**src/rtl/unified_mem_arbiter_if.sv**
```systemverilog
// Request/response and memory-side signal bundle for unified_mem_arbiter.
// The slave modport is the arbiter's view. The master modport is the
// environment's view: the core's fetch and data ports plus the memory.
interface unified_mem_arbiter_if #(
    parameter int BIT_COUNT = 32,
    parameter int WORD_SIZE = 32
);
    // Fetch port
    logic                   IReq;
    logic [BIT_COUNT-1:0]   IAdr;
    logic                   IReady;
    logic                   IValid;
    logic [WORD_SIZE-1:0]   IData;

    // Data port
    logic                   DReq;
    logic                   DWrite;
    logic [WORD_SIZE/8-1:0] DByteEn;
    logic [BIT_COUNT-1:0]   DAdr;
    logic [WORD_SIZE-1:0]   DWriteData;
    logic                   DReady;
    logic                   DValid;
    logic [WORD_SIZE-1:0]   DData;

    // Memory side
    logic                   MemEn;
    logic                   MemWrite;
    logic [WORD_SIZE/8-1:0] MemByteEn;
    logic [BIT_COUNT-1:0]   MemAdr;
    logic [WORD_SIZE-1:0]   MemWriteData;
    logic [WORD_SIZE-1:0]   MemReadData;

    modport slave (
        input  IReq, IAdr,
        output IReady, IValid, IData,
        input  DReq, DWrite, DByteEn, DAdr, DWriteData,
        output DReady, DValid, DData,
        output MemEn, MemWrite, MemByteEn, MemAdr, MemWriteData,
        input  MemReadData
    );

    modport master (
        output IReq, IAdr,
        input  IReady, IValid, IData,
        output DReq, DWrite, DByteEn, DAdr, DWriteData,
        input  DReady, DValid, DData,
        input  MemEn, MemWrite, MemByteEn, MemAdr, MemWriteData,
        output MemReadData
    );
endinterface

```
**src/rtl/unified_mem_arbiter.sv**
```systemverilog
// Shares one single-ported unified memory between the instruction-fetch port
// and the data port. Each access is sequenced through IDLE -> ACCESS -> RESP.
// Data requests have priority. After MAX_DATA_STREAK consecutive contested
// data grants, fetch is forced to win so that it cannot starve.
module unified_mem_arbiter #(
    parameter int BIT_COUNT       = 32,
    parameter int WORD_SIZE       = 32,
    parameter int MEM_LATENCY     = 1,
    parameter int MAX_DATA_STREAK = 4
) (
    input  logic                  clk,
    input  logic                  reset,
    unified_mem_arbiter_if.slave  bus
);
    localparam int BE_W     = WORD_SIZE / 8;
    localparam int CNT_W    = (MEM_LATENCY > 1) ? $clog2(MEM_LATENCY) : 1;
    localparam int STREAK_W = $clog2(MAX_DATA_STREAK + 1);

    typedef enum logic [1:0] {
        IDLE,
        ACCESS,
        RESP
    } arbState;

    arbState               state;
    logic [CNT_W-1:0]      holdCnt;
    logic [STREAK_W-1:0]   streak;
    logic                  ownerData;   // 1: the outstanding access belongs to the data port
    logic                  reqWrite;    // 1: the outstanding access is a store

    logic                  iValidQ;
    logic                  dValidQ;
    logic [WORD_SIZE-1:0]  iDataQ;
    logic [WORD_SIZE-1:0]  dDataQ;
    logic                  memEnQ;
    logic                  memWriteQ;
    logic [BE_W-1:0]       memByteEnQ;
    logic [BIT_COUNT-1:0]  memAdrQ;
    logic [WORD_SIZE-1:0]  memWriteDataQ;

    logic                  canAccept;
    logic                  fetchForced;
    logic                  grantI;
    logic                  grantD;

    // A new request can only be taken while no access is holding the memory.
    // The reset term keeps both Ready outputs low while reset is asserted.
    assign canAccept   = (state == IDLE) || (state == RESP);
    assign fetchForced = (streak == STREAK_W'(MAX_DATA_STREAK));
    assign grantI      = reset && canAccept && bus.IReq && (!bus.DReq || fetchForced);
    assign grantD      = reset && canAccept && bus.DReq && !(bus.IReq && fetchForced);

    assign bus.IReady       = grantI;
    assign bus.DReady       = grantD;
    assign bus.IValid       = iValidQ;
    assign bus.DValid       = dValidQ;
    assign bus.IData        = iDataQ;
    assign bus.DData        = dDataQ;
    assign bus.MemEn        = memEnQ;
    assign bus.MemWrite     = memWriteQ;
    assign bus.MemByteEn    = memByteEnQ;
    assign bus.MemAdr       = memAdrQ;
    assign bus.MemWriteData = memWriteDataQ;

    // Access FSM, streak counter and all registered outputs.
    // NOTE: sequential state uses non-blocking assignments so every register
    // samples pre-edge values, regardless of statement order.
    always_ff @(posedge clk or negedge reset) begin
        if (!reset) begin
            state         <= IDLE;
            holdCnt       <= '0;
            streak        <= '0;
            ownerData     <= 1'b0;
            reqWrite      <= 1'b0;
            iValidQ       <= 1'b0;
            dValidQ       <= 1'b0;
            iDataQ        <= '0;
            dDataQ        <= '0;
            memEnQ        <= 1'b0;
            memWriteQ     <= 1'b0;
            memByteEnQ    <= '0;
            memAdrQ       <= '0;
            memWriteDataQ <= '0;
        end else begin
            // The Valid pulses last one cycle: they are high only in RESP.
            iValidQ <= 1'b0;
            dValidQ <= 1'b0;

            // Count contested data grants. A fetch grant, or a data grant
            // while no fetch is waiting, clears the count.
            if (grantI) begin
                streak <= '0;
            end else if (grantD) begin
                if (!bus.IReq)
                    streak <= '0;
                else if (!fetchForced)
                    streak <= streak + STREAK_W'(1);
            end

            case (state)
                ACCESS: begin
                    if (holdCnt == '0) begin
                        // The memory inputs have been stable long enough, so
                        // take the read data and hand the response to the owner.
                        if (!ownerData) begin
                            iDataQ  <= bus.MemReadData;
                            iValidQ <= 1'b1;
                        end else begin
                            if (!reqWrite)
                                dDataQ <= bus.MemReadData;
                            dValidQ <= 1'b1;
                        end
                        state         <= RESP;
                        memEnQ        <= 1'b0;
                        memWriteQ     <= 1'b0;
                        memByteEnQ    <= '0;
                        memAdrQ       <= '0;
                        memWriteDataQ <= '0;
                    end else begin
                        holdCnt <= holdCnt - CNT_W'(1);
                        // The write strobe covers only the last hold cycle.
                        memWriteQ <= ownerData && reqWrite && (holdCnt == CNT_W'(1));
                    end
                end

                default: begin
                    // IDLE or RESP: the memory is released unless a request
                    // is taken, and then it is driven for the next ACCESS.
                    state         <= IDLE;
                    memEnQ        <= 1'b0;
                    memWriteQ     <= 1'b0;
                    memByteEnQ    <= '0;
                    memAdrQ       <= '0;
                    memWriteDataQ <= '0;
                    if (grantI || grantD) begin
                        state      <= ACCESS;
                        holdCnt    <= CNT_W'(MEM_LATENCY - 1);
                        ownerData  <= grantD;
                        reqWrite   <= grantD && bus.DWrite;
                        memEnQ     <= 1'b1;
                        memWriteQ  <= grantD && bus.DWrite && (MEM_LATENCY == 1);
                        memByteEnQ <= grantD ? bus.DByteEn : '0;
                        memAdrQ    <= grantD ? bus.DAdr : bus.IAdr;
                        memWriteDataQ <= (grantD && bus.DWrite) ? bus.DWriteData : '0;
                    end
                end
            endcase
        end
    end
endmodule

```
**src/flat_wrapper.sv**
```systemverilog
// flat-port wrapper written by rule: the top's interface ports become plain ports
module unified_mem_arbiter_flat 
#(
    parameter int BIT_COUNT       = 32,
    parameter int WORD_SIZE       = 32,
    parameter int MEM_LATENCY     = 1,
    parameter int MAX_DATA_STREAK = 4
)
  (clk, reset, bus_IReq, bus_IAdr, bus_IReady, bus_IValid, bus_IData, bus_DReq, bus_DWrite, bus_DByteEn, bus_DAdr, bus_DWriteData, bus_DReady, bus_DValid, bus_DData, bus_MemEn, bus_MemWrite, bus_MemByteEn, bus_MemAdr, bus_MemWriteData, bus_MemReadData);
  unified_mem_arbiter_if #(.BIT_COUNT(BIT_COUNT), .WORD_SIZE(WORD_SIZE)) bus_i ();
  input  logic clk;
  input  logic reset;
  input wire logic [$bits(bus_i.IReq)-1:0] bus_IReq;
  input wire logic [$bits(bus_i.IAdr)-1:0] bus_IAdr;
  output wire logic [$bits(bus_i.IReady)-1:0] bus_IReady;
  output wire logic [$bits(bus_i.IValid)-1:0] bus_IValid;
  output wire logic [$bits(bus_i.IData)-1:0] bus_IData;
  input wire logic [$bits(bus_i.DReq)-1:0] bus_DReq;
  input wire logic [$bits(bus_i.DWrite)-1:0] bus_DWrite;
  input wire logic [$bits(bus_i.DByteEn)-1:0] bus_DByteEn;
  input wire logic [$bits(bus_i.DAdr)-1:0] bus_DAdr;
  input wire logic [$bits(bus_i.DWriteData)-1:0] bus_DWriteData;
  output wire logic [$bits(bus_i.DReady)-1:0] bus_DReady;
  output wire logic [$bits(bus_i.DValid)-1:0] bus_DValid;
  output wire logic [$bits(bus_i.DData)-1:0] bus_DData;
  output wire logic [$bits(bus_i.MemEn)-1:0] bus_MemEn;
  output wire logic [$bits(bus_i.MemWrite)-1:0] bus_MemWrite;
  output wire logic [$bits(bus_i.MemByteEn)-1:0] bus_MemByteEn;
  output wire logic [$bits(bus_i.MemAdr)-1:0] bus_MemAdr;
  output wire logic [$bits(bus_i.MemWriteData)-1:0] bus_MemWriteData;
  input wire logic [$bits(bus_i.MemReadData)-1:0] bus_MemReadData;
  assign bus_i.IReq = bus_IReq;
  assign bus_i.IAdr = bus_IAdr;
  assign bus_IReady = bus_i.IReady;
  assign bus_IValid = bus_i.IValid;
  assign bus_IData = bus_i.IData;
  assign bus_i.DReq = bus_DReq;
  assign bus_i.DWrite = bus_DWrite;
  assign bus_i.DByteEn = bus_DByteEn;
  assign bus_i.DAdr = bus_DAdr;
  assign bus_i.DWriteData = bus_DWriteData;
  assign bus_DReady = bus_i.DReady;
  assign bus_DValid = bus_i.DValid;
  assign bus_DData = bus_i.DData;
  assign bus_MemEn = bus_i.MemEn;
  assign bus_MemWrite = bus_i.MemWrite;
  assign bus_MemByteEn = bus_i.MemByteEn;
  assign bus_MemAdr = bus_i.MemAdr;
  assign bus_MemWriteData = bus_i.MemWriteData;
  assign bus_i.MemReadData = bus_MemReadData;
  unified_mem_arbiter #(.BIT_COUNT(BIT_COUNT), .WORD_SIZE(WORD_SIZE), .MEM_LATENCY(MEM_LATENCY), .MAX_DATA_STREAK(MAX_DATA_STREAK)) u_core (.clk(clk), .reset(reset), .bus(bus_i));
endmodule
```
**config.mk**
```make
export PLATFORM = sky130hd
export DESIGN_NAME = unified_mem_arbiter_flat
export DESIGN_NICKNAME = d
export VERILOG_FILES = /design/src/rtl/unified_mem_arbiter_if.sv /design/src/rtl/unified_mem_arbiter.sv /design/src/flat_wrapper.sv
export SDC_FILE = /design/constraint.sdc
export NUM_CORES = 1
export LEC_CHECK = 0
export ABC_AREA = 1
export CAP_MARGIN = 10
export CORE_MARGIN = 4
export CORE_UTILIZATION = 40
export DETAILED_ROUTE_END_ITERATION = 7
export PLACE_DENSITY = 0.8
export RECOVER_POWER = 50
export SETUP_SLACK_MARGIN = 0.2
export SLEW_MARGIN = 20
export SYNTH_ARGS = -nofsm -noshare
export SYNTH_HDL_FRONTEND = slang
export SYNTH_SLANG_ARGS = --single-unit
```
**constraint.sdc**
```tcl
create_clock -name clk -period 1.7 [get_ports clk]
set_input_delay 0.17 -clock clk [delete_from_list [all_inputs] [get_ports clk]]
set_output_delay 0.17 -clock clk [all_outputs]
set_load 0.01 [all_outputs]
```
==> impl_metrics.ini, run 1 <==
[run_status]
status = finished clean

[sta]
finalWorstPathRequiredPeriod_ns = 1.53
setup_violations = 0
finalMaxSlewViolations = 0
timing.final.ws_setup_ns = 0.170
skew_ns = 0.00803
post-route-period-util_pct = 90.0
max_slew_margin_pct = 31.0
max_freq_mhz = 653
tightest_slew_ns = 1.03
finalHoldViolCount = 0
grt_setup_unrepaired = yes

[placed_design]
globalplace.congestion = 0.814
place_hpwl_um = 11100
pre_cts_ws_ns = -0.0736
port-buffer-count = 274

[final_layout]
syn_to_final_growth_pct = 67.9
fill_cells = 1040
drive_gt1_share_pct = 8.02
nNetsFinal = 1036
antennaDiodeCount = 0

[power]
p_int_mw = 8.58
p_sw_mw = 3.30
power_mw = 11.9
clkPwrFrac_pct = 34.0
p_per_area_nw_per_um2 = 1280
ir_drop_mv = 0.675
p_seq_share_pct = 38.4
combPwrFrac_pct = 27.5
switching_share_pct = 27.8
p_leak_nw = 4.65

[setup_path]
worst_r2r_endpoint = u_core.bus.IData[23]$_DFFE_PN0P_
critPathRequiredTime_ns = 1.53
path_class = flop to output pin
path_cells = inv_4 -> nand3_1 -> inv_1 -> nand2_2 -> inv_2 -> buf_6
max_stage_delay_ns = 0.40
critPathArrivalTime_ns = 1.36
rrSetupSlack_ns = 0.18
worstPathMaxFanout = 5
crit_start = u_core.state[0]$_DFF_PN0_
r2r-start = u_core.state[0]$_DFF_PN0_
worstSetupStartpointType = flop
critPathCapture = bus_IReady
reg2regPathDepth = 6
critPathSlowestCell = dfrtp_1
cp-end-kind = output pin

[route]
dr.pass1.iters = 4
vias = 4956
routed_wl_um = 16400
vias_per_cell = 4.56
wl_per_cell_um = 15.1
ant_nets = 0
drt_iter0_drc = 323
drc_errors = 0

[yosys]
synth_nets = 748
synth_area_um2 = 5520
synth.yosys.seq_area_share_pct = 64.4
synth-edff-count = 0
synth.avg_cell_area_um2 = 9.07
synthTopCellsByCount = 142 x dfrtp_1, 114 x inv_1, 108 x nand2_1
netlist_top_cells_area = dfrtp_1 64%, inv_1 7.7%, nand2_1 7.3%
ys_types = 16
synth-seq-cells = 142
synthArstFlopShare_pct = 100
yosys.area.top_type = dfrtp_1
synth.most_common_cell = dfrtp_1
ys_warn_count = 0
yosys_most_used_dff = dfrtp_1
yosysTopAreaCellShare_pct = 64.4
syn_inst = 609

[hold_path]
hp-class = input pin to flop

[grt]
first_global_vias = 4854
grt_use_total_pct = 19.7
top_usage_layer = met2
grt_pass1_wl_um = 24600
grt_max_degree = 135
grt_use_met2_pct = 34.6
met3_usage_pct = 7.25
grt_use_met1_pct = 22.2
grt_overflow = 0
antenna_found_initial = 0

[die]
fp-row-count = 42
dieHeight_um = 125
start_util_pct = 41.2
die_area_um2 = 15700
ioPinCount = 275
fp.coreArea_um2 = 13400
die_w_um = 125

[clock_tree]
clock_sinks = 142
clock_latency_ns = 0.41
cts_made_buffers = 17
cts_tree = done
cts.reportedPaths.clkPinSlew_ns = 0.06
cts_root_buffer = clkbuf_16
clockBufferDepth = 2
htree_levels = 4

[job]
cap_violations = 0
-- power by group through the flow --
| stage | combinational [mW] | clock [mW] | sequential, mW |
|---|---|---|---|
| finish | 3.27 | 4.04 | 4.56 |
| CTS | 3.47 | 4.12 | 4.56 |
| global route | 3.55 | 4.26 | 4.66 |
| floorplan | 0.833 | 0 | 5.00 |
| global placement | 3.49 | 0 | 4.59 |
| detailed placement | 3.54 | 0 | 4.61 |
-- cells in the final DEF, fill, tap and decap left out, drive strengths merged --
| master | count |
|---|---|
| dfrtp | 142 |
| bufinv | 4 |
| dlygate4sd3 | 2 |
| clkinvlp | 2 |
| nor3 | 1 |
| clkdlybuf4s25 | 20 |
| ha | 2 |
| nand2 | 109 |
| nor2 | 105 |
| dlygate4sd2 | 20 |
| clkinv | 1 |
| buf | 21 |
| clkdlybuf4s50 | 218 |
| inv | 116 |
| o21ai | 68 |
| clkbuf | 41 |
| nand3 | 38 |
-- logic make-up (layout without fill, tap and decap cells) --
family | count (synthesis) | after routing | share of synthesized area (%)
and+or+nand+nor | 253 | 253 | 18.7
buffers and inverters | 144 | 445 | 10.4
DFF | 142 | 142 | 64.4
AOI/OAI and AO/OA | 68 | 68 | 6.16
adders and majority gates | 2 | 2 | 0.453
-- worst min-delay path by stage --
stage                                                  to          startpoint  depth (start not counted)  slack [ns]
global placement             u_core.streak[2]$_DFFE_PN0P_               reset                          1      -0.001
CTS                  u_core.bus.MemWriteData[3]$_DFF_PN0_   bus_DWriteData[3]                          3        0.25
global route        u_core.bus.MemWriteData[13]$_DFF_PN0_  bus_DWriteData[13]                          3        0.27
floorplan                 u_core.bus.DData[0]$_DFFE_PN0P_               reset                          0       -0.13
finish               u_core.bus.MemWriteData[3]$_DFF_PN0_   bus_DWriteData[3]                          3        0.27
detailed placement           u_core.streak[2]$_DFFE_PN0P_               reset                          1      -0.001
-- per-stage QoR --
step                area, um2  setup TNS, ns  hold slack [ns]  utilization, %  std cells
floorplan                5520              0           -0.126               -        609
global placement         8570        -0.0781         -0.00128            63.9       1044
detailed placement       8570        -0.0944         -0.00132            63.9       1044
CTS                      9260              0            0.252            69.1       1082
global route             9270              0            0.268            69.2       1086
finish                   9270              0            0.271            69.2       1086
-- cell type report --
cell class,count,area [um2],share of cell area [%]
clock buffer,24,502,5.41
clock inverter,8,150,1.62
inverter,115,438,4.72
multi-input combinational,323,1420,15.4
sequential,142,3550,38.3
tap,176,220,2.38
timing repair buffer,298,2980,32.2
-- layer usage --
metal  wire length [um]  part of all wire [%]
met2               8290                    50
met4                192                   1.2
met3               1360                   8.3
met1               6590                    40
met5                  0                     0
-- worst max-delay path, delay by kind of cell, from the launching register on --
| family | cells | cell delay, ns |
|---|---|---|
| simple gates | 2 | 0.20 |
| flops | 1 | 0.40 |
| buf+inv | 4 | 0.35 |
-- timing repair --
action	in CTS	in global routing
hold endpoints to repair	8	0
gates cloned	0	3
setup endpoints to repair	65	49
pin swaps	2	2
setup buffers	4	1
resized for setup	35	42
hold buffers	2	0
-- sequential cells by signal, indices dropped and copies added (netlist names) --
register / cells
u_core.bus.MemWriteData: 32
u_core.bus.IValid: 1
u_core.bus.MemByteEn: 4
u_core.streak: 3
u_core.bus.DValid: 1
u_core.state: 2
u_core.reqWrite: 1
u_core.ownerData: 1
u_core.bus.IData: 32
u_core.bus.DData: 32
u_core.bus.MemWrite: 1
u_core.bus.MemAdr: 32
Power figures use the tool's default switching activity.
==> run 2: changes to the inputs <==
Settings changed: GPL_ROUTABILITY_DRIVEN set to 0.
Clock period 1.7 ns to 1.6 ns, I/O delays scaled along.
==> run 2 against run 1 <==
Compared with the run above: sequential share of layout area shrank 3.9 points; worst setup slack lost 0.16 ns; flip-flop and latch count is the same; clock skew grew 0.0039 ns; critical path depth grew 4; utilization grew 7.8 points; sequential power grew 8.8%; clock power shrank 9.7%; die area is the same; critical endpoint is now u_core.bus.MemWriteData[11]$_DFF_PN0_.
==> impl_metrics.ini, run 2 (same netlist as run 1, synthesis figures left out) <==
[power]
ir_drop_mv = 0.682
combPwrFrac_pct = 31.4
p_seq_share_pct = 39.5
p_per_area_nw_per_um2 = 1220
switching_share_pct = 31.6
p_int_mw = 8.59
p_sw_mw = 3.97
power_mw = 12.6
clkPwrFrac_pct = 29.1
p_leak_nw = 5.31

[die]
dieHeight_um = 125
ioPinCount = 275
start_util_pct = 41.2
fp.coreArea_um2 = 13400
fp-row-count = 42
die_w_um = 125
die_area_um2 = 15700

[placed_design]
place_hpwl_um = 11200
port-buffer-count = 274
post_dp_cell_area_um2 = 8550

[route]
vias = 5249
routed_wl_um = 19200
drt_iter0_drc = 333
vias_per_cell = 4.75
drc_errors = 0
wl_per_cell_um = 17.4
dr.pass1.iters = 4
ant_nets = 0

[setup_path]
path_class = flop to flop
critPathArrivalTime_ns = 1.93
critPathRequiredTime_ns = 1.95
worstPathMaxFanout = 5
cp-end-kind = flop
worstSetupStartpointType = flop
reg2regPathDepth = 10

[sta]
max_freq_mhz = 630
tightest_slew_ns = 0.741
max_slew_margin_pct = 50.6
finalHoldViolCount = 0
setup_violations = 0
skew_ns = 0.0119
post-route-period-util_pct = 99.2
grt_setup_unrepaired = yes
finalMaxSlewViolations = 0
finalWorstPathRequiredPeriod_ns = 1.59

[final_layout]
final_cell_mix = 142 x dfrtp_1, 136 x dlygate4sd2_1, 135 x clkdlybuf4s50_1, 108 x inv_1, 83 x nand2_1
drive_gt1_share_pct = 23.8
antennaDiodeCount = 0
syn_to_final_growth_pct = 86.7
final_cell_area_um2 = 10300
final_common_cell = dfrtp_1
nNetsFinal = 1057

[clock_tree]
cts_made_buffers = 17
cts_root_buffer = clkbuf_16
clockBufferDepth = 2
clock_latency_ns = 0.42
cts_tree = done
cts.reportedPaths.clkPinSlew_ns = 0.06
htree_levels = 4
clock_sinks = 142

[job]
cap_violations = 0

[grt]
grt_pass1_wl_um = 27100
grt_overflow = 0
first_global_vias = 5200
grt_use_total_pct = 22.3
antenna_found_initial = 0
grt_max_degree = 139

[hold_path]
min_path_cells = 4
hp-class = input pin to flop

[run_status]
status = finished clean
## run 2: changes by cell type in the layout (fill, tap and decap cells not counted), moves of 22 or more
cell / previous run / this run
dlygate4sd2_1: 20 / 136
nand2_1: 105 / 83
o21ai_0: 55 / 15
nor2_4: 2 / 69
clkdlybuf4s50_1: 218 / 135
o21ai_2: 0 / 26
nor2_1: 100 / 22
## run 2: routing by layer
layer / routed length (um) / vias to the layer above / track usage, %
li1: - / 2450 / -
met1: 7040 / 2523 / 24.5
met2: 10100 / 235 / 38.5
met3: 1420 / 41 / 8.66
met4: 564 / 0 / 9.25
met5: 0 / - / 0
## run 2: metrics by stage
step           setup TNS, ns  hold WS, ns  setup slack [ns]  instances  utilization, %
2_1_floorplan              0       -0.136             0.259        609               -
3_3_place_gp          -0.208      -0.0278            -0.111       1045            63.8
3_5_place_dp          -0.230      -0.0272            -0.113       1045            63.8
4_1_cts              -0.0334        0.146           -0.0314       1094            72.7
5_1_grt               -0.473        0.159           -0.0638       1104            76.9
6_report                   0        0.153            0.0132       1104            76.9
## run 2: final timing paths
path | from | slack (ns) | to
min in group asynchronous | reset | 0.22 | u_core.bus.MemAdr[3]$_DFF_PN0_
worst max-delay path | u_core.streak[0]$_DFFE_PN0P_ | 0.01 | u_core.bus.MemWriteData[11]$_DFF_PN0_
max in group asynchronous | reset | 0.29 | u_core.bus.MemAdr[24]$_DFF_PN0_
worst max register to register | u_core.streak[0]$_DFFE_PN0P_ | 0.01 | u_core.bus.MemWriteData[11]$_DFF_PN0_
worst min-delay path | reset | 0.15 | u_core.streak[2]$_DFFE_PN0P_
worst min register to register | u_core.bus.DData[30]$_DFFE_PN0P_ | 0.48 | u_core.bus.DData[30]$_DFFE_PN0P_
## run 2: layout make-up
class                      instances  area (um2)
clock buffer                      19         453
inverter                         115         449
sequential                       142        3550
clock inverter                    10        91.3
multi-input combinational        323        2200
tap                              176         220
timing repair buffer             319        3340
fill                             872        3090
## run 2: power by group through the flow
stage	Clock (mW)	Sequential [mW]	Combinational, mW
3_5_place_dp	0	4.92	3.76
4_1_cts	3.72	4.82	3.47
5_1_grt	3.90	5.07	4.25
3_3_place_gp	0	4.89	3.69
6_report	3.65	4.96	3.94
2_1_floorplan	0	5.31	0.885
## run 2: timing repair
item,in CTS,in global routing
pin swaps,45,39
endpoints found under the hold margin,142,0
gates resized for setup,283,144
setup endpoints to repair,224,97
buffers inserted,10,6
hold buffers,1,0
gates cloned,9,4
## run 2: worst max-delay path, cell delays in order (launching register included)
cell and delay (ns):
dfrtp_1 0.37, inv_2 0.06, ha_4 0.17, nand3_2 0.08, inv_2 0.05, nor2_4 0.16, buf_8 0.16, nand2_8 0.09
buf_12 0.15, buf_16 0.14, nor2_4 0.10
==> run 3: changes to the inputs <==
Settings changed: CORE_AREA set to 4 4 106 108, CORE_MARGIN 4 to unset, CORE_UTILIZATION 40 to unset, DIE_AREA set to 0 0 110 112, DONT_BUFFER_PORTS set to 1, PLACE_DENSITY 0.8 to 0.69.
==> run 3 against run 2 <==
Compared with the run above: the run now ends with negative hold slack, negative setup slack left; sequential power rose by 11%; clock-buffer cell count fell by 1; utilization rose by 5.4 points; worst hold slack got worse by 0.82 ns; via count fell by 8.1%; clock skew fell by 0.0034 ns; fmax fell by 7.4%; non-clock buffer count fell by 159; worst setup slack got worse by 0.13 ns; critical path depth fell by 4; routed wire length fell by 1.4%; sequential share of layout area rose by 7.7 points; critical endpoint is now bus_DReady.
==> impl_metrics.ini, run 3 (same netlist as run 1, synthesis figures left out) <==
[sta]
post-route-period-util_pct = 107
tightest_slew_ns = 0.282
finalHoldViolCount = 142
finalWorstPathRequiredPeriod_ns = 1.71
grt_setup_unrepaired = yes
whs_ns = -0.662
max_freq_mhz = 583
max_slew_margin_pct = 81.2
timing.final.ws_setup_ns = -0.114
finalMaxSlewViolations = 0
setup_violations = 32
skew_ns = 0.00847

[placed_design]
pre_cts_ws_ns = 0.172
port-buffer-count = 0
place_hpwl_um = 8930

[power]
p_leak_nw = 4.22
p_per_area_nw_per_um2 = 1350
ir_drop_mv = 0.807
p_int_mw = 7.82
switching_share_pct = 31.0
p_seq_share_pct = 48.6
combPwrFrac_pct = 15.1
power_mw = 11.3
clkPwrFrac_pct = 36.3
p_sw_mw = 3.52

[route]
routed_wl_um = 18900
drt_iter0_drc = 482
vias = 4824
drc_errors = 0
wl_per_cell_um = 20.8
dr.pass1.iters = 6
vias_per_cell = 5.31
ant_nets = 0

[final_layout]
drive_gt1_share_pct = 18.0
final_util_pct = 82.3
final_common_cell = dfrtp_1
syn_to_final_growth_pct = 52.6
final_cell_mix = 142 x dfrtp_1, 135 x dlygate4sd3_1, 108 x inv_1, 105 x nand2_1, 48 x nor2_4
fill_cells = 501
nNetsFinal = 898

[setup_path]
critPathArrivalTime_ns = 1.55
worstSetupStartpointType = flop
worstPathMaxFanout = 5
path_class = flop to output pin
critPathRequiredTime_ns = 1.44
cp-end-kind = output pin

[die]
dieHeight_um = 112
start_util_pct = 54.0
ioPinCount = 275
fp-row-count = 37
fp.coreArea_um2 = 10200
die_w_um = 110
die_area_um2 = 12300

[clock_tree]
cts_tree = done
clock_sinks = 142
cts_root_buffer = clkbuf_8
cts_made_buffers = 17
cts_hold_buffers = 135
clock_latency_ns = 0.51
htree_levels = 4
clockBufferDepth = 2
cts.reportedPaths.clkPinSlew_ns = 0.07

[grt]
grt_max_degree = 146
grt_pass1_wl_um = 25900
grt_overflow = 0
grt_use_total_pct = 27.7
antenna_found_initial = 0
first_global_vias = 4906

[run_status]
status = finished, violations left
violations = negative hold slack, negative setup slack

[job]
cap_violations = 0

[hold_path]
hp-class = input pin to async pin
[run 3: cell count changes in the layout (fill, tap and decap cells not counted), moves of 4 or more]
cell / before / now
o21ai_2: 26 / 1
o21ai_0: 15 / 39
nand2_2: 12 / 3
nor2_1: 22 / 41
clkdlybuf4s50_1: 135 / 0
dlygate4sd3_1: 1 / 135
nand2_4: 12 / 0
nand2_1: 83 / 105
dlygate4sd2_1: 136 / 0
buf_6: 10 / 1
buf_16: 9 / 3
buf_12: 13 / 9
nor2_4: 69 / 48
[run 3: repair_timing]
| action | in CTS | in global routing |
|---|---|---|
| setup buffers | 5 | 4 |
| pin swaps | 3 | 21 |
| endpoints found under the setup margin | 19 | 76 |
| cloned | 5 | 5 |
| resized for setup | 22 | 118 |
| endpoints found under the hold margin | 279 | 142 |
[run 3: worst paths after layout]
| check | start | end | slack, ns | depth (start not counted) |
|---|---|---|---|---|
| setup / recovery | u_core.streak[0]$_DFFE_PN0P_ | bus_DReady | -0.11 | 6 |
| hold / removal | reset | u_core.bus.MemWriteData[21]$_DFF_PN0_ | -0.66 | 0 |
| setup reg to reg | u_core.streak[0]$_DFFE_PN0P_ | u_core.bus.MemWriteData[9]$_DFF_PN0_ | -0.07 | 10 |
| hold reg to reg | u_core.state[1]$_DFF_PN0_ | u_core.state[1]$_DFF_PN0_ | 0.52 | 1 |
| max in group asynchronous | reset | u_core.bus.MemAdr[22]$_DFF_PN0_ | 2.07 | 0 |
| min in group clk | reset | u_core.streak[1]$_DFFE_PN0P_ | 0.13 | 4 |
[run 3: routing by layer]
metal / routed length [um] / vias to the layer above / track usage (%) / share of wire, %
met4: 648 / 0 / 14.5 / 3.4
met3: 2020 / 54 / 10.4 / 11
met5: 0 / - / 0 / 0
li1: - / 2124 / - / -
met2: 9900 / 322 / 47.0 / 52
met1: 6320 / 2324 / 29.6 / 33
[run 3: power by group through the flow]
stage | Sequential [mW] | Combinational [mW] | Clock, mW
2_1_floorplan | 5.31 | 0.885 | 0
3_3_place_gp | 5.54 | 1.04 | 0
3_5_place_dp | 5.56 | 1.12 | 0
4_1_cts | 5.51 | 1.50 | 4.13
5_1_grt | 5.62 | 1.92 | 4.32
6_report | 5.51 | 1.71 | 4.12
[run 3: critical path: stages, from the launching register on]
cell     delay [ns]
dfrtp_1        0.38
inv_2          0.07
ha_4           0.17
nand3_4        0.07
inv_4          0.04
nor2_4         0.16
buf_12         0.15
[run 3: per-stage QoR]
step | std cells | setup TNS, ns | hold WS, ns | instance area, um2
finish | 909 | -0.817 | -0.662 | 8420
floorplan | 609 | 0 | -0.136 | 5520
global route | 908 | -2.46 | -0.684 | 8420
global placement | 724 | 0 | -0.133 | 5690
CTS | 901 | -0.569 | -0.684 | 7910
detailed placement | 724 | 0 | -0.132 | 5690
[run 3: cell type report]
class,count,area [um2],area share [%]
inverters,115,440,5.23
well taps,136,170,2.02
clock inverters,14,190,2.26
flip-flops and latches,142,3550,42.2
clock buffers,18,428,5.08
multi-input cells,323,1840,21.8
repair buffers,160,1800,21.4
diodes,1,2.50,0.0297
